[src/rtl/otp_part_buf_ctrl_if.sv]
// OTP macro read port: single-outstanding req/gnt request channel plus rvalid response channel.
// The controller is the master; the OTP macro (or its model) is the slave.
interface otp_part_buf_ctrl_if #(
    parameter int unsigned AddrW = 11,
    parameter int unsigned WordW = 32
);
    logic             otp_req_o;
    logic [AddrW-1:0] otp_addr_o;
    logic             otp_gnt_i;
    logic             otp_rvalid_i;
    logic [WordW-1:0] otp_rdata_i;
    logic             otp_err_i;

    modport master (
        output otp_req_o,
        output otp_addr_o,
        input  otp_gnt_i,
        input  otp_rvalid_i,
        input  otp_rdata_i,
        input  otp_err_i
    );

    modport slave (
        input  otp_req_o,
        input  otp_addr_o,
        output otp_gnt_i,
        output otp_rvalid_i,
        output otp_rdata_i,
        output otp_err_i
    );
endinterface

[src/rtl/otp_part_buf_ctrl.sv]
// Reads NumWords data words plus an XOR digest word of one OTP partition into a buffer,
// then publishes the buffer as valid or falls back to InvDefault on any error.
module otp_part_buf_ctrl #(
    parameter int unsigned                NumWords   = 4,
    parameter int unsigned                WordW      = 32,
    parameter int unsigned                AddrW      = 11,
    parameter logic [AddrW-1:0]           BaseAddr   = '0,
    parameter logic [NumWords*WordW-1:0]  InvDefault = '0
) (
    input  logic                          clk_i,
    input  logic                          rst_i,
    input  logic                          init_req_i,
    output logic                          init_done_o,
    otp_part_buf_ctrl_if.master           otp,
    output logic [NumWords*WordW-1:0]     part_data_o,
    output logic                          part_valid_o,
    output logic                          part_err_o
);
    localparam int unsigned CntW = $clog2(NumWords + 1);

    typedef enum logic [2:0] {
        StIdle,
        StReq,
        StWait,
        StCheck,
        StError,
        StDone
    } state_e;

    state_e                      state_q, state_d;
    logic [CntW-1:0]             cnt_q, cnt_d;
    logic [WordW-1:0]            acc_q, acc_d;
    logic [WordW-1:0]            dig_q, dig_d;
    logic [NumWords*WordW-1:0]   buf_q, buf_d;
    logic                        valid_q, valid_d;
    logic                        err_q, err_d;

    always_ff @(posedge clk_i) begin
        if (rst_i) begin
            state_q <= StIdle;
        end else begin
            state_q <= state_d;
        end
    end

    always_ff @(posedge clk_i) begin
        if (rst_i) begin
            cnt_q   <= '0;
            acc_q   <= '0;
            dig_q   <= '0;
            buf_q   <= InvDefault;
            valid_q <= 1'b0;
            err_q   <= 1'b0;
        end else begin
            cnt_q   <= cnt_d;
            acc_q   <= acc_d;
            dig_q   <= dig_d;
            buf_q   <= buf_d;
            valid_q <= valid_d;
            err_q   <= err_d;
        end
    end

    always_comb begin
        state_d        = state_q;
        cnt_d          = cnt_q;
        acc_d          = acc_q;
        dig_d          = dig_q;
        buf_d          = buf_q;
        valid_d        = valid_q;
        err_d          = err_q;
        otp.otp_req_o  = 1'b0;
        otp.otp_addr_o = '0;
        init_done_o    = 1'b0;

        unique case (state_q)
            StIdle: begin
                if (init_req_i) begin
                    cnt_d   = '0;
                    acc_d   = '0;
                    valid_d = 1'b0;
                    err_d   = 1'b0;
                    state_d = StReq;
                end
            end
            StReq: begin
                otp.otp_req_o  = 1'b1;
                otp.otp_addr_o = BaseAddr + AddrW'(cnt_q);
                if (otp.otp_gnt_i) begin
                    state_d = StWait;
                end
            end
            StWait: begin
                if (otp.otp_rvalid_i) begin
                    if (otp.otp_err_i) begin
                        state_d = StError;
                    end else if (cnt_q < CntW'(NumWords)) begin
                        for (int unsigned k = 0; k < NumWords; k++) begin
                            if (CntW'(k) == cnt_q) begin
                                buf_d[k*WordW +: WordW] = otp.otp_rdata_i;
                            end
                        end
                        acc_d   = acc_q ^ otp.otp_rdata_i;
                        cnt_d   = cnt_q + CntW'(1);
                        state_d = StReq;
                    end else begin
                        // Counter has reached NumWords: this response is the digest word.
                        dig_d   = otp.otp_rdata_i;
                        state_d = StCheck;
                    end
                end
            end
            StCheck: begin
                if (acc_q == dig_q) begin
                    valid_d = 1'b1;
                    state_d = StDone;
                end else begin
                    state_d = StError;
                end
            end
            StError: begin
                err_d   = 1'b1;
                valid_d = 1'b0;
                buf_d   = InvDefault;
                state_d = StDone;
            end
            StDone: begin
                init_done_o = 1'b1;
                state_d     = StIdle;
            end
            default: begin
                state_d = StIdle;
            end
        endcase
    end

    // Buffer is only exposed once verified, so partial readouts never leak out.
    assign part_data_o  = valid_q ? buf_q : InvDefault;
    assign part_valid_o = valid_q;
    assign part_err_o   = err_q;
endmodule

[src/flat_wrapper.sv]
// flat-port wrapper written by rule: the top's interface ports become plain ports
module otp_part_buf_ctrl_flat 
#(
    parameter int unsigned                NumWords   = 4,
    parameter int unsigned                WordW      = 32,
    parameter int unsigned                AddrW      = 11,
    parameter logic [AddrW-1:0]           BaseAddr   = '0,
    parameter logic [NumWords*WordW-1:0]  InvDefault = '0
)
  (clk_i, rst_i, init_req_i, init_done_o, part_data_o, part_valid_o, part_err_o, otp_otp_req_o, otp_otp_addr_o, otp_otp_gnt_i, otp_otp_rvalid_i, otp_otp_rdata_i, otp_otp_err_i);
  otp_part_buf_ctrl_if #(.AddrW(AddrW), .WordW(WordW)) otp_i ();
  input  logic clk_i;
  input  logic rst_i;
  input  logic init_req_i;
  output logic init_done_o;
  output logic [NumWords*WordW-1:0] part_data_o;
  output logic part_valid_o;
  output logic part_err_o;
  output wire logic [$bits(otp_i.otp_req_o)-1:0] otp_otp_req_o;
  output wire logic [$bits(otp_i.otp_addr_o)-1:0] otp_otp_addr_o;
  input wire logic [$bits(otp_i.otp_gnt_i)-1:0] otp_otp_gnt_i;
  input wire logic [$bits(otp_i.otp_rvalid_i)-1:0] otp_otp_rvalid_i;
  input wire logic [$bits(otp_i.otp_rdata_i)-1:0] otp_otp_rdata_i;
  input wire logic [$bits(otp_i.otp_err_i)-1:0] otp_otp_err_i;
  assign otp_otp_req_o = otp_i.otp_req_o;
  assign otp_otp_addr_o = otp_i.otp_addr_o;
  assign otp_i.otp_gnt_i = otp_otp_gnt_i;
  assign otp_i.otp_rvalid_i = otp_otp_rvalid_i;
  assign otp_i.otp_rdata_i = otp_otp_rdata_i;
  assign otp_i.otp_err_i = otp_otp_err_i;
  otp_part_buf_ctrl #(.NumWords(NumWords), .WordW(WordW), .AddrW(AddrW), .BaseAddr(BaseAddr), .InvDefault(InvDefault)) u_core (.clk_i(clk_i), .rst_i(rst_i), .init_req_i(init_req_i), .init_done_o(init_done_o), .otp(otp_i), .part_data_o(part_data_o), .part_valid_o(part_valid_o), .part_err_o(part_err_o));
endmodule
[config.mk]
export PLATFORM = sky130hd
export DESIGN_NAME = otp_part_buf_ctrl_flat
export DESIGN_NICKNAME = d
export VERILOG_FILES = /design/src/rtl/otp_part_buf_ctrl_if.sv /design/src/rtl/otp_part_buf_ctrl.sv /design/src/flat_wrapper.sv
export SDC_FILE = /design/constraint.sdc
export NUM_CORES = 1
export LEC_CHECK = 0
export ABC_AREA = 1
export BUFFER_PORTS_ARGS = -buffer_cell sky130_fd_sc_hd__clkbuf_2
export CAP_MARGIN = 20
export CORE_MARGIN = 5
export CORE_UTILIZATION = 25
export CTS_CLUSTER_SIZE = 14
export DETAILED_ROUTE_END_ITERATION = 12
export SLEW_MARGIN = 20
export SYNTH_ARGS = -nofsm -noshare
export SYNTH_HDL_FRONTEND = slang
export SYNTH_SLANG_ARGS = --single-unit
[constraint.sdc]
create_clock -name clk_i -period 1.6 [get_ports clk_i]
set_input_delay 0.16 -clock clk_i [delete_from_list [all_inputs] [get_ports clk_i]]
set_output_delay 0.16 -clock clk_i [all_outputs]
set_load 0.02 [all_outputs]
-- Word-level counts from Yosys, hierarchy flattened
Cells that the tools add are included.
- add/subtract/negate cells: 1
- $lt $le $gt $ge: 1
- equal/unequal tests: 19
- mux-type cells: 33
- bitwise logic cells: 3
- reductions and logical operators: 15
- operators by type and width (kind ; count):
    two-way mux 128 bit ; 4
    two-way mux 32 bit ; 8
    one-hot mux 128 bit (2 select lines) ; 1
    one-hot mux 32 bit (2 select lines) ; 1
    == test 32 bit ; 1
    XOR 32 bit ; 1
    two-way mux 3 bit ; 9
    AND reduction 5 bit ; 5
    one-hot mux 3 bit (5 select lines) ; 1
    != test 2 x 1 -> 1 bit (second input constant) ; 6
    != test 2 bit (second input constant) ; 4
    == test 2 x 3 -> 1 bit (first input constant) ; 2
    == test 3 x 2 -> 1 bit (second input constant) ; 2
    == test 3 bit (second input constant) ; 2
    zero test 3 bit ; 2
    one-hot mux 3 bit (2 select lines) ; 1
    AND reduction 3 bit ; 2
    nonzero test 2 bit ; 3
    two-way mux 1 bit ; 5
    AND reduction 4 bit ; 1
    adder 3 x 1 -> 3 bit (second input constant) ; 1
    == test 1 x 3 -> 1 bit (first input constant) ; 1
    == test 3 x 1 -> 1 bit (second input constant) ; 1
    < comparator 3 bit (second input constant) ; 1
    other kinds (6) ; 7
- register bits after elaboration: 200
- bits of input ports: 38
- output and inout bits: 143
- logic and storage cells: 82

-- Logic depth before layout (Yosys ltp)
- depth after elaboration: 6
- depth in mapped cells: 12
- mapped depth without buffers: 11

-- Worst setup path after synthesis
OpenSTA, ideal clock, no wires.
- path kind: reg2reg
- start point: reg u_core.state_q[1]
- end point: reg u_core.dig_q[14]
- setup time: 0.120 ns
- data arrival time: 1.558 ns
- required time: 1.480 ns
- slack: -0.077 ns
- cell stages (with the launch flop): 11
- buffers on the path: 1
- clock period less this slack: 1.677 ns
- cell sequence: dfxtp_1 inv_2 nor2_2 nand2_1 or2_1 or2_4 nor2_8 inv_2 buf_2 o21ai_1 a21oi_1
- word-level cells in the longest chain between the ends: 2
- ends and longest elaborated chain (item ; RTL line ; text):
    from (decl) ; otp_part_buf_ctrl.sv:30 ; state_e state_q, state_d;
    from (signal assigned) ; otp_part_buf_ctrl.sv:40 ; state_q <= StIdle;
    from (signal assigned) ; otp_part_buf_ctrl.sv:42 ; state_q <= state_d;
    == test 3 x 2 -> 1 bit ; otp_part_buf_ctrl.sv:76 ; unique case (state_q)
    AND reduction 4 bit (no line) ; -- ;
    to (signal assigned) ; otp_part_buf_ctrl.sv:57 ; dig_q <= dig_d;
    to (decl) ; otp_part_buf_ctrl.sv:33 ; logic [WordW-1:0] dig_q, dig_d;
No other way between the ends.
A chain may end at the register's enable or synchronous reset.

-- Worst setup path after layout
- start point: reg u_core.state_q[2]
- end point: out otp_otp_req_o
- word-level cells in the longest chain between the ends: 2
- ends and longest elaborated chain (item ; RTL line ; text):
    == test 3 x 1 -> 1 bit ; otp_part_buf_ctrl.sv:76 ;
    two-way mux 1 bit ; otp_part_buf_ctrl.sv:76 ;
    to (decl) ; flat_wrapper.sv:19 ; output wire logic [$bits(otp_i.otp_req_o)-1:0] otp_otp_req_o;
No other way between the ends.

==> out/summary.log <==
[cells_and_area] fraction of final layout cells sized beyond drive strength 1 0.319
[cells_and_area] most used cells in the layout excluding fill and tap cells nand2_1, dfxtp_1, inv_1
[clocking] number of levels in the clock H-tree 4
[routing] number of iterations in the first detailed-routing pass 5
[worst_setup_path] R2R setup slack -160 ps
[worst_setup_path] cell seen most often among critical-path stages buf_4
[clocking] register clock-pin slew on the reported worst setup and hold paths 80 ps
[clocking] Max clock buf depth 2
[sta] crit path time final 1770 ps
[power_and_ir_drop] sequential share of power 0.365
[yosys] number of flip-flops and latches in the synthesized netlist 200
[clocking] TritonCTS buffer count 17
[clocking] clock root cell clkbuf_16
[worst_hold_path] hold depth 3
[yosys] Post-Synthesis Cells 1,272
[placement] count of input and output buffers 172
[yosys] mean instance size in the synthesized netlist 7.00 sq um
[worst_setup_path] dominant delay contributor by cell family on the critical path buffers and inverters
[sta] Peak Freq 0.565 GHz
[placement] pre-CTS setup slack -156 ps
[worst_setup_path] number of buffers and inverters on the critical path 5
[worst_setup_path] critical path peak fanout 4
[power_and_ir_drop] Clk pwr share 0.253
[worst_setup_path] Slowest Stage Delay on Critical Path 360 ps
[worst_setup_path] Crit Path Category reg2out
[worst_setup_path] Worst R2R End u_core.buf_q[55]$_SDFFE_PP0P_
[worst_setup_path] Setup crit end kind output pin
[worst_hold_path] terminating pin of the worst hold path u_core.dig_q[20]$_SDFFE_PP0P_
[routing] Routed Antenna Nets 0
[routing] DR DRC count 0
[routing] DRC violation total after the first TritonRoute iteration 489
[cells_and_area] Area Overhead vs Synth 49.5%
[clocking] insertion delay to the later sink of the worst-skew pair 440 ps
[sta] final setup TNS -16,240 ps
[sta] number of endpoints failing setup at the final stage 247
[clocking] Sink Count 200
[cells_and_area] Filler cells 3,635
[sta] unrepaired setup endpoints after global routing true
[cells_and_area] most common cell after layout, fill and taps aside nand2_1
[job] max_cap viols 0
[floorplan] die span in y 199 um
[worst_setup_path] data arrival at the endpoint of the critical path 1610 ps
[placement] hpwl dp 21.8 mm
[yosys] Synth top area share 0.450
[sta] Worst Setup Slack, final -170 ps
[global_routing] first-pass GRT wire length 48.6 mm
[worst_setup_path] cell-by-cell listing of the critical path buf_6, buf_4, nor3_4, buf_4, buf_4, buf_8
[worst_hold_path] worst min-delay path startpoint otp_otp_rdata_i[20]
[status] violated checks negative setup slack
[floorplan] total I/O pin count 181
[floorplan] horizontal die dimension 199 um
[cells_and_area] Total Nets Final 1,569
[routing] routed wire length per instance 16.9 um
[yosys] cell type contributing the most total cell area after synthesis dfxtp_1
[sta] clock skew after layout 16.6 ps
[routing] via total after detailed routing 8,996
[yosys] count of yosys warnings during synthesis 0
[power_and_ir_drop] switching part of the total power 0.366
[global_routing] initial antenna violation count 1
[cells_and_area] utilization after layout 0.376
[placement] Routability Congestion 0.833
[routing] vias per cell 4.50
[clocking] CTS tree built
[yosys] top cells by area, synth dfxtp_1, nand2_1, a21oi_1, inv_1, o21ai_0
[power_and_ir_drop] combinational fraction of design power 0.382
[placement] instance count after placement with tap cells included 1,905
[power_and_ir_drop] internal power of the cells 11,000 uW
[yosys] proportion of synthesized chip area in sequential cells 0.450
[power_and_ir_drop] worst ir drop on vdd 0.000776 V
[status] status finished with violations
[sta] ratio of final minimum period to clock period 1.11
[global_routing] total global-route track usage 0.158
[global_routing] vias in the first global route 8,769
[cells_and_area] final cell count without fillers 2,001
[floorplan] Core Footprint 35,400 sq um
[sta] number of slew-limit violations in the final report 0
[floorplan] effective utilization at floorplan 0.252
[global_routing] Overflow after GRT 0
[worst_hold_path] min-delay worst type in2reg
[worst_setup_path] reg2reg start u_core.state_q[2]$_SDFFE_PP0P_
[power_and_ir_drop] Leak Pwr 0.00648 uW
[worst_setup_path] launching element type of the critical path register
[floorplan] total die area 39,500 sq um
[yosys] number of distinct standard cells referenced by the synthesized netlist 34
[global_routing] largest net degree at the start of global routing 71
[power_and_ir_drop] switching component of the power 6350 uW
[worst_setup_path] master of the slowest instance on the critical path dfxtp_4
[floorplan] std cell rows 69
[yosys] Netlist Area Pre-Place 8900 sq um
[sta] Hold Violations, Final 0
[routing] WL final 33.8 mm
[worst_setup_path] worst endpoint required time 1440 ps
[power_and_ir_drop] total power per unit cell area 1300 nW/um^2
[worst_setup_path] depth of the worst register-to-register path 11
final cells by class:
class | instances | area, sq um | area share
Antenna cell | 1 | 2.50 | 0.000188
Clock buffer | 17 | 425 | 0.0320
Clock inverter | 15 | 159 | 0.0119
Inverter | 205 | 831 | 0.0624
Multi-Input combinational cell | 794 | 4350 | 0.327
Sequential cell | 200 | 4020 | 0.302
Tap cell | 461 | 577 | 0.0433
Timing Repair Buffer | 308 | 2950 | 0.222
registers in the layout, summed over array words and instances (netlist names):
register and count:
u_core.buf_q 128, u_core.cnt_q 3, u_core.part_err_o 1, u_core.acc_q 32, u_core.state_q 3, u_core.part_valid_o 1
u_core.dig_q 32
cells in the mapped netlist, drive strengths merged:
master and count:
nand3b 5, ha 5, nor3 22, a2111oi 1
clkinv 1, o21a 5, a211oi 6, xor2 7
nor3b 13, nand3 7, or2 2, nor2 88
conb 1, clkbuf 35, o21ai 117, dfxtp 200
xnor2 17, buf 46, inv 204, a21oi 181
nand2 309
worst max path at each step:
stage                                startpoint                            end  slack, ps  cells past startpoint
5_1_grt          u_core.state_q[1]$_SDFFE_PP0P_   u_core.dig_q[8]$_SDFFE_PP0P_       -250                     10
4_1_cts        u_core.part_valid_o$_SDFFE_PP0P_                part_data_o[17]       -120                      4
3_3_place_gp     u_core.state_q[1]$_SDFFE_PP0P_  u_core.dig_q[27]$_SDFFE_PP0P_       -150                      9
6_report         u_core.state_q[2]$_SDFFE_PP0P_                  otp_otp_req_o       -170                      6
3_5_place_dp     u_core.state_q[1]$_SDFFE_PP0P_  u_core.dig_q[26]$_SDFFE_PP0P_       -160                      9
2_1_floorplan    u_core.state_q[1]$_SDFFE_PP0P_  u_core.dig_q[14]$_SDFFE_PP0P_        -40                     10
per-layer routing:
metal / vias up / track usage / wire (um)
li1: 4473 / - / -
met1: 4280 / 0.208 / 15500
met2: 217 / 0.269 / 16400
met3: 26 / 0.0246 / 1270
met4: 0 / 0.0453 / 572
met5: - / 0 / 0
stage by stage:
stage          hold WS (ps)  area, sq um  power [uW]
2_1_floorplan           295         8960        9070
3_3_place_gp            427        10700       10600
3_5_place_dp            436        10700       10600
4_1_cts              0.0373        12400       16300
5_1_grt                15.7        13300       18200
6_report               2.96        13300       17300
power by group through the flow:
stage,sequential (uW),combinational (uW),clock [uW]
6_report,6320,6630,4390
4_1_cts,6240,5580,4480
5_1_grt,6410,7170,4660
2_1_floorplan,6210,2860,0
3_5_place_dp,6320,4330,0
3_3_place_gp,6300,4260,0
worst reg2reg max path: stages, from the launching register on:
cell	delay (ps)
dfxtp_4	360
buf_6	130
nor3_4	240
nand2_2	130
o21ai_4	100
inv_4	80
nand2_4	110
clkinv_8	100
buf_12	150
buf_16	140
nand2_1	60
a21oi_1	50
kinds of logic after synthesis:
group	Yosys count	synth area share
buffers and inverters	286	0.134
adder cells (fa/ha/maj)	5	0.00703
flip-flops	200	0.450
XOR/XNOR	24	0.0236
AO/OA/AOI/OAI	310	0.178
AND/OR/NAND/NOR	446	0.207
other	1	0.000421
repair_timing:
item,in CTS,in global routing
resized for setup,169,194
setup buffers,21,11
pin swaps,33,7
hold endpoints to repair,11,0
hold buffers,8,0
gates cloned,16,15
setup endpoints to repair,283,315
Note: power is estimated with default switching activity, not from simulation.
